### src/rtl/stack_ptr_pkg.sv
// stack_ptr_pkg: shared word width, pointer defaults and bus/word bit-order helpers
package stack_ptr_pkg;
    localparam int WORD_W = 16;
    typedef logic [WORD_W-1:0] word_t;
    typedef logic [0:WORD_W-1] bus_t;
    localparam word_t EMPTY_SP_DEF = 16'h0000;
    localparam word_t LIMIT_SP_DEF = 16'hF000;
    typedef enum logic [2:0] {OP_IDLE, OP_LOAD, OP_BOTH, OP_PUSH, OP_POP} op_t;
    // External buses are [0:15] with bit 0 as LSB; copy index-for-index into numeric words
    function automatic word_t bus2word(input bus_t b);
        word_t w;
        for (int i = 0; i < WORD_W; i++) w[i] = b[i];
        return w;
    endfunction
    function automatic bus_t word2bus(input word_t w);
        bus_t b;
        for (int i = 0; i < WORD_W; i++) b[i] = w[i];
        return b;
    endfunction
endpackage

### src/rtl/sp_addsub16.sv
// sp_addsub16: modulo-2^16 increment or decrement by one
module sp_addsub16
    import stack_ptr_pkg::*;
(
    input  word_t a,
    input  logic  dec,
    output word_t y
);
    assign y = dec ? a - word_t'(1) : a + word_t'(1);
endmodule

### src/rtl/stack_ptr.sv
// stack_ptr: downward-growing stack pointer with depth tracking and sticky error flags
module stack_ptr
    import stack_ptr_pkg::*;
#(
    parameter word_t EMPTY_SP = EMPTY_SP_DEF,
    parameter word_t LIMIT_SP = LIMIT_SP_DEF
) (
    input  logic              i_clk,
    input  logic              i_rst_n,
    input  logic              i_push,
    input  logic              i_pop,
    input  logic              i_load,
    input  logic [0:WORD_W-1] i_load_val,
    input  logic              i_clr_err,
    output logic [0:WORD_W-1] o_sp,
    output logic [0:WORD_W-1] o_addr,
    output logic              o_valid,
    output logic              o_we,
    output logic [0:WORD_W-1] o_depth,
    output logic              o_overflow,
    output logic              o_underflow
);
    word_t sp, addr, depth, ld, sp_step, depth_step;
    op_t   op;
    logic  push_ok, pop_ok, both_ok, ovf_ev, unf_ev;
    always_comb begin
        ld      = bus2word(i_load_val);
        op      = i_load ? OP_LOAD : (i_push && i_pop) ? OP_BOTH :
                  i_push ? OP_PUSH : i_pop ? OP_POP : OP_IDLE;
        push_ok = op == OP_PUSH && sp != LIMIT_SP;
        pop_ok  = op == OP_POP && sp != EMPTY_SP;
        both_ok = op == OP_BOTH && depth != '0;
        ovf_ev  = op == OP_PUSH && sp == LIMIT_SP;
        unf_ev  = (op == OP_POP && sp == EMPTY_SP) || (op == OP_BOTH && depth == '0);
    end
    sp_addsub16 u_sp_step (.a(sp), .dec(op == OP_PUSH), .y(sp_step));
    sp_addsub16 u_depth_step (.a(depth), .dec(op == OP_POP), .y(depth_step));
    always_ff @(posedge i_clk or negedge i_rst_n) begin
        if (!i_rst_n) begin
            sp          <= EMPTY_SP;
            addr        <= EMPTY_SP;
            depth       <= '0;
            o_valid     <= 1'b0;
            o_we        <= 1'b0;
            o_overflow  <= 1'b0;
            o_underflow <= 1'b0;
        end else begin
            o_valid     <= push_ok || pop_ok || both_ok;
            o_we        <= push_ok || both_ok;
            o_overflow  <= (o_overflow && !i_clr_err) || ovf_ev;
            o_underflow <= (o_underflow && !i_clr_err) || unf_ev;
            if (op == OP_LOAD) begin
                sp    <= ld;
                depth <= EMPTY_SP - ld;
            end else if (push_ok || pop_ok) begin
                sp    <= sp_step;
                depth <= depth_step;
            end
            // Push pre-decrements; pop and replace-top address the current top
            if (push_ok) addr <= sp_step;
            else if (pop_ok || both_ok) addr <= sp;
        end
    end
    assign o_sp    = word2bus(sp);
    assign o_addr  = word2bus(addr);
    assign o_depth = word2bus(depth);
endmodule

### config.mk
export PLATFORM = sky130hd
export DESIGN_NAME = stack_ptr
export DESIGN_NICKNAME = d
export VERILOG_FILES = /design/src/rtl/stack_ptr_pkg.sv /design/src/rtl/sp_addsub16.sv /design/src/rtl/stack_ptr.sv
export SDC_FILE = /design/constraint.sdc
export NUM_CORES = 1
export LEC_CHECK = 0
export CAP_MARGIN = 20
export CORE_UTILIZATION = 40
export CTS_CLUSTER_DIAMETER = 50
export CTS_CLUSTER_SIZE = 16
export DETAILED_ROUTE_END_ITERATION = 8
export PLACE_DENSITY_LB_ADDON = 0.3
export SYNTH_ARGS = -nofsm -noshare
export SYNTH_HDL_FRONTEND = slang
export SYNTH_SLANG_ARGS = --single-unit
### constraint.sdc
create_clock -name i_clk -period 3.67 [get_ports i_clk]
set_clock_uncertainty 0.15 [all_clocks]
set_input_delay 0.9175 -clock i_clk [delete_from_list [all_inputs] [get_ports i_clk]]
set_output_delay 0.9175 -clock i_clk [all_outputs]
set_load 0.1 [all_outputs]
==> impl_results.rst, run 1 <==
.. list-table::
   :header-rows: 1

   * - Metric
     - Value
   * - Most used standard cell by instance count after synthesis
     - dfrtp_1
   * - Final Max Tran Viols
     - 0
   * - Core Box Area
     - 9284 um^2
   * - Main combinational cell family by area after synthesis
     - simple AND/OR/NAND/NOR gates
   * - Synth Area in XOR/XNOR
     - approximately a tenth
   * - Antenna cell count
     - 0
   * - Flop and latch count out of synthesis
     - 52
   * - Leakage power of the design
     - between 0.0015 and 0.002 uW
   * - Pin count of the biggest net entering global routing
     - 52
   * - Least-Margin Pin Slew
     - 1.095 ns
   * - FP Rows
     - 35
   * - DR pass1 iterations
     - 5
   * - Maximum Capacitance Violations
     - 0
   * - Startpoint type of the worst setup path
     - input pin
   * - Chain of cells forming the critical path
     - clkdlybuf4s50_1 > buf_4 > or3b_1 > xnor2_1 > ha_1 > nor3_1 > buf_4 > nand2_1 > buf_4 > o22ai_1 > xor2_1 > mux2i_1 > o21ai_0
   * - Global placement routability congestion
     - 0.8738
   * - Hold bufs inserted after CTS
     - 0
   * - Post-route core utilization
     - 52.51%
   * - Layout area overhead
     - 26.17%
   * - Average size of a mapped cell
     - 8.903 um^2
   * - Insertion delay to the later sink of the worst-skew pair
     - between 0.3 and 0.4 ns
   * - FFs w/ async S/R, synth
     - between 90% and 100%
   * - Post-synthesis instance area
     - around 3900 um^2
   * - Clock Root Buffer
     - clkbuf_8
   * - Buffer count from post-CTS setup fixing
     - 0
   * - Minimum clock period after layout
     - 3.475 ns
   * - Number of global-route vias before repair
     - 3,578
   * - Fraction of post-synthesis cell area in the top cell type by area
     - approximately 34%
   * - Count of antenna-violating nets left after detailed routing
     - 0
   * - Final global-route overflow total
     - 0
   * - Clk network pwr share
     - 17.8%
   * - Critical-path top delay cell
     - or3b_1
   * - Port buffer count
     - 73
   * - Delay of the slowest cell on the worst path
     - approximately 0.44 ns
   * - Height of the die
     - about 100 um
   * - Clock-pin slew of the registers on the worst-case setup and hold paths
     - roughly 0.1 ns
   * - Count of pins on the block boundary
     - 74
   * - Setup repair after global routing missed its margin
     - no
   * - Layout cells sized above 1
     - between 20 and 30%
   * - Arrival time worst endpoint
     - 3.56 ns
   * - TritonCTS clock tree
     - built
   * - H-tree depth
     - 2
   * - Number of buffers between clock root and the deepest sink
     - 2
   * - Max_slew headroom
     - 26.75%
   * - Starting utilization of the core area
     - a little over two fifths
   * - Number of cells upsized or downsized after cts
     - 0
   * - HPWL reported at the end of detailed placement
     - 8358 um
   * - Number of antenna violations at the first check in global routing
     - 0
   * - Part of the Yosys area used for sequential elements
     - 33.68%
   * - Fraction of synthesized area in multiplexers
     - 6.865%
   * - Synth warn
     - 0
   * - Maximum VDD drop
     - 0.0002061 V
   * - Commonest register cell after synthesis
     - dfrtp_1
   * - Gate power share
     - 48.5%
   * - Wire length of the first global-routing pass
     - 18,550 um
   * - Final layout net count
     - 545
   * - Top cell types by occurrence after synthesis
     - dfrtp_1 (52), nand2_1 (34), xnor2_1 (30)
   * - Register share of total power
     - 33.7%
   * - Worst Path Required
     - 3.75 ns
   * - CTS Buf Count
     - 5
   * - Total number of vias
     - 3,714
   * - Switching power as a share of total power
     - 50.24%
   * - Critical Path Sink Type
     - flip-flop
   * - Largest fanout on the critical path
     - 7
   * - Pint
     - between 1000 and 1500 uW
   * - Number of enable-type register cells in the synthesized netlist
     - 0
   * - Most numerous cell on the critical path
     - buf_4
   * - Final WL
     - 11,260 um
   * - Area of the die
     - 10,060 um^2
   * - Peak clock frequency supported by timing
     - between 200 and 300 MHz
   * - Switching power total
     - 1142 uW
   * - Fraction of the cycle the final worst path needs
     - 94.68%
   * - Clock sink count
     - 52
   * - Gr usage total
     - 23.11%
   * - Average via count per standard cell
     - 5.714
   * - Die width
     - approximately 100 um
   * - Area fraction in and, or, nand and nor cells after synthesis
     - 26.46%
   * - Hold violation total from the final report
     - 0
   * - Min-delay worst type
     - flip-flop to flip-flop
   * - Total power of the final layout
     - 2273 uW
   * - Post-synth top area cell
     - dfrtp_1
   * - Adder and majority cell fraction of the synthesized area
     - 0.9715%
   * - Worst Path Class, Setup
     - input pin to flip-flop
   * - First-iteration detailed-routing DRC count
     - 221
   * - Synthesized-area fraction occupied by ao, oa, aoi and oai cells
     - about 16%
   * - Setup-violating endpoint count in the final report
     - 0
   * - Status
     - completed
   * - Mean routed wirelength per cell
     - 17.32 um
   * - Pwr per Cell Area
     - between 400 and 500 nW/um^2
   * - Gate count of the mapped netlist
     - 434
   * - Number of design rule violations left after detail routing
     - 0
   * - Post-synthesis cell type count
     - 68
   * - Largest cells by area after synthesis
     - dfrtp_1 (34%), xnor2_1 (6.8%), xor2_1 (3.9%)
   * - Nets in the synthesized netlist
     - 459
[cells in the final DEF, fill, tap and decap left out, types with 10 or more instances in the layout]
master,netlist,routed
o21ai_0,23,23
nand2_1,34,34
nor3_1,27,27
mux2i_1,13,13
nor2_1,18,18
a21oi_1,24,24
clkdlybuf4s50_1,0,19
xor2_1,17,17
nor4_1,11,10
buf_4,2,93
xnor2_1,30,30
mux2_2,12,12
nand4_1,12,12
dfrtp_1,52,52
[cell families after synthesis]
kind of cell               count (synthesis)
xor gates and xnor gates                  47
muxes                                     25
DFF                                       52
and+or+nand+nor                          173
AOI/OAI and AO/OA                         91
adders and majority gates                  3
buffers and inverters                     43
[layer usage]
layer  routed length [um]  vias up  GRT usage [%]
li1                     -     1763              -
met1                 5162     1797          32.85
met2                 5324      142          36.83
met3                  662       12          3.760
met4                  112        0          5.240
met5                    0        -              0
[final timing paths]
path,start,to,slack (ns),cells after the start
worst min register to register,addr[7],addr[7],0.34,2
worst max-delay path,i_pop,sp[12],0.20,13
worst max register to register,sp[0],sp[15],0.34,6
max in group asynchronous,i_rst_n,sp[3],2.30,2
min in group asynchronous,i_rst_n,o_valid,0.44,1
worst min-delay path,addr[7],addr[7],0.34,2
[stage by stage]
stage / TNS (ns) / worst slack (ns) / hold slack, ns / cell area, um^2 / instances
after floorplan: 0 / 0.005900 / 0.4719 / 3864 / 434
after global placement: -0.2078 / -0.1145 / 0.3217 / 4750 / 642
after detailed placement: -0.5194 / -0.2139 / 0.3254 / 4750 / 642
after CTS: 0 / 0.1210 / 0.3482 / 4857 / 650
after global routing: 0 / 0.003890 / 0.3749 / 4875 / 650
final: 0 / 0.1953 / 0.3440 / 4875 / 650
[registers in the layout, indices dropped and copies added (netlist names)]
| name | cells |
|---|---|
| addr | 16 |
| o_underflow | 1 |
| depth | 16 |
| sp | 16 |
| o_overflow | 1 |
| o_we | 1 |
| o_valid | 1 |
[worst max-delay path: cells and delay by family]
family | cells | cell delay (ns)
muxes | 1 | 0.10
AOI/OAI and AO/OA | 2 | 0.39
and+or+nand+nor | 3 | 0.65
xor gates and xnor gates | 2 | 0.40
buffers and inverters | 4 | 0.88
adders and majority gates | 1 | 0.22
[power by group through the flow]
| stage | registers, uW | clock network [uW] | logic, uW |
|---|---|---|---|
| after floorplan | 1300 | 0 | 293 |
| after global placement | 770 | 0 | 1090 |
| after detailed placement | 775 | 0 | 1100 |
| after CTS | 763 | 415 | 1100 |
| after global routing | 782 | 430 | 1150 |
| final | 767 | 404 | 1100 |
[final cells by class]
class	instances	area, um^2
clock buffers	6	72.57
flip-flops and latches	52	1301
fillers	883	4409
well taps	129	161.4
repair buffers	114	898.4
multi-input cells	339	2376
clock inverters	2	35.03
inverters	8	30.03
No activity file was read; power rests on OpenSTA's default activity.
==> run 2, diff against run 1 <==
- DONT_BUFFER_PORTS: unset -> 1
==> impl_results.rst, run 2 (synthesized netlist as in run 1, its figures left out) <==
.. list-table::
   :header-rows: 1

   * - Metric
     - Value
   * - Fill count
     - 918 (was 883)
   * - Commonest non-fill, non-tap cells in the layout
     - dfrtp_1 (52), buf_4 (44), nand2_1 (34) (was buf_4 (93), dfrtp_1 (52), nand2_1 (34))
   * - Area of the die
     - 10,060 um^2 (unchanged)
   * - Met1 track demand over resource in global routing
     - 28.27% (was 32.85%)
   * - Maximum Capacitance Violations
     - 0 (unchanged)
   * - Buffer count from post-CTS setup fixing
     - 0 (unchanged)
   * - Die width
     - 100.3 um (unchanged)
   * - Mean routed wirelength per cell
     - 19.18 um (was 17.32 um)
   * - Total power of the final layout
     - 2149 uW (was 2273 uW)
   * - Antenna cell count
     - 0 (unchanged)
   * - HPWL reported at the end of detailed placement
     - 8373 um (was 8358 um)
   * - Setup-violating endpoint count in the final report
     - 0 (unchanged)
   * - Layout cells sized above 1
     - 19.96% (was 27.26%)
   * - Max_slew headroom
     - 38.51% (was 26.75%)
   * - Pwr per Cell Area
     - 498.9 nW/um^2 (was 466.3 nW/um^2)
   * - Most frequent standard cell in the layout excluding fill and tap cells
     - dfrtp_1 (was buf_4)
   * - Met2 Use GR
     - 37.09% (was 36.83%)
   * - Gr busiest metal
     - met2 (unchanged)
   * - Height of the die
     - 100.3 um (unchanged)
   * - Average via count per standard cell
     - 6.010 (was 5.714)
   * - Count of antenna-violating nets left after detailed routing
     - 0 (unchanged)
   * - FP Rows
     - 35 (unchanged)
   * - Global placement routability congestion
     - 0.9192 (was 0.8738)
   * - Clock sink count
     - 52 (unchanged)
   * - Hold violation total from the final report
     - 0 (unchanged)
   * - First-iteration detailed-routing DRC count
     - 307 (was 221)
   * - Final Max Tran Viols
     - 0 (unchanged)
   * - Clock-pin slew of the registers on the worst-case setup and hold paths
     - 0.10 ns (about the same)
   * - Starting utilization of the core area
     - 41.62% (unchanged)
   * - Least-Margin Pin Slew
     - 0.9224 ns (was 1.095 ns)
   * - Arrival time worst endpoint
     - 3.23 ns (was 3.56 ns)
   * - Startpoint type of the worst setup path
     - input pin (unchanged)
   * - Final layout net count
     - 475 (was 545)
   * - Largest fanout on the critical path
     - 53 (was 7)
   * - Worst Path Class, Setup
     - input pin to flip-flop (unchanged)
   * - Peak clock frequency supported by timing
     - 313.5 MHz (was 287.8 MHz)
   * - Worst Path Required
     - 3.71 ns (was 3.75 ns)
   * - Number of buffers between clock root and the deepest sink
     - 2 (unchanged)
   * - Layout area overhead
     - 11.50% (was 26.17%)
   * - Gr usage total
     - 22.60% (was 23.11%)
   * - Hold bufs inserted after CTS
     - 0 (unchanged)
   * - Maximum VDD drop
     - 0.0002237 V (was 0.0002061 V)
   * - Insertion delay to the later sink of the worst-skew pair
     - 0.31 ns (about the same)
   * - Minimum clock period after layout
     - 3.189 ns (was 3.475 ns)
   * - Number of antenna violations at the first check in global routing
     - 0 (unchanged)
   * - Port buffer count
     - 0 (was 73)
   * - CTS Buf Count
     - 5 (unchanged)
   * - Final WL
     - 11,130 um (was 11,260 um)
   * - H-tree depth
     - 2 (unchanged)
   * - Number of cells traversed by the worst register-to-register path
     - 6 (unchanged)
   * - Final global-route overflow total
     - 0 (unchanged)
   * - DR pass1 iterations
     - 5 (unchanged)
   * - Area of the multi-input gates
     - 2359 um^2 (was 2376 um^2)
   * - Status
     - completed (unchanged)
   * - TritonCTS clock tree
     - built (unchanged)
   * - Sequential cell area
     - 1301 um^2 (unchanged)
   * - Number of cells upsized or downsized after cts
     - 0 (unchanged)
   * - Leakage power of the design
     - 0.001653 uW (was 0.001968 uW)
   * - Post-route core utilization
     - 46.40% (was 52.51%)
   * - Min-delay worst type
     - input pin to async pin (was flip-flop to flip-flop)
   * - Total number of vias
     - 3,486 (was 3,714)
   * - Number of global-route vias before repair
     - 3,361 (was 3,578)
   * - Setup repair after global routing missed its margin
     - no (unchanged)
   * - Pin count of the biggest net entering global routing
     - 54 (was 52)
   * - Finished Layout Cells
     - 580 (was 650)
   * - Count of pins on the block boundary
     - 74 (unchanged)
   * - Clock Root Buffer
     - clkbuf_8 (unchanged)
   * - Biggest registers after layout
     - addr (16), depth (16), sp (16) (unchanged)
   * - Total negative slack for setup checks
     - 0 ns (unchanged)
   * - Number of design rule violations left after detail routing
     - 0 (unchanged)
   * - Critical Path Sink Type
     - flip-flop (unchanged)
   * - Core Box Area
     - 9284 um^2 (unchanged)
   * - Hold WS
     - 0.1338 ns (was 0.3440 ns)
   * - Fraction of the cycle the final worst path needs
     - 86.90% (was 94.68%)
   * - Post-Place Cells
     - 572 (was 642)
   * - Met3 usage
     - 6.407% (was 3.760%)
   * - Wire length of the first global-routing pass
     - 17,680 um (was 18,550 um)
-- run 2: cell type report --
class / count / area share (%)
clock buffer: 7 / 2.236
clock inverter: 1 / 0.6971
inverter: 8 / 0.6971
multi-input combinational: 339 / 54.75
sequential: 52 / 30.21
tap: 129 / 3.747
timing repair buffer: 44 / 7.668
-- run 2: metal layers --
| layer | vias up | share of wire (%) |
|---|---|---|
| met4 | 0 | 3.1 |
| li1 | 1627 | - |
| met5 | - | 0 |
| met2 | 152 | 47 |
| met1 | 1680 | 41 |
| met3 | 27 | 8.8 |
-- run 2: stage by stage --
step | setup WS (ns) | area (um^2)
4_1_cts | 0.5504 | 4308
3_3_place_gp | 0.2728 | 4182
3_5_place_dp | 0.2259 | 4182
2_1_floorplan | 0.005900 | 3864
6_report | 0.4807 | 4308
5_1_grt | 0.4202 | 4308
-- run 2: worst max-delay path: stages --
cell	delay, ns
or3b_2	0.47
xnor2_1	0.15
ha_1	0.24
nor4_1	0.27
nor2b_1	0.26
or4b_1	0.47
a22oi_1	0.22
xnor2_1	0.14
mux2i_1	0.08
-- run 2: final timing paths --
kind	startpoint	end	slack [ns]
max	i_load	depth[10]	0.48
min	i_rst_n	addr[9]	0.13
max reg2reg	sp[1]	addr[11]	0.81
min reg2reg	sp[13]	addr[13]	0.52
max in group asynchronous	i_rst_n	sp[7]	3.13
min in group i_clk	sp[13]	addr[13]	0.52
-- run 2: report_power, final --
part	switching [uW]	total, uW	internal [uW]
Clock	191	432	241
Sequential	367	1010	644
Combinational	519	706	187
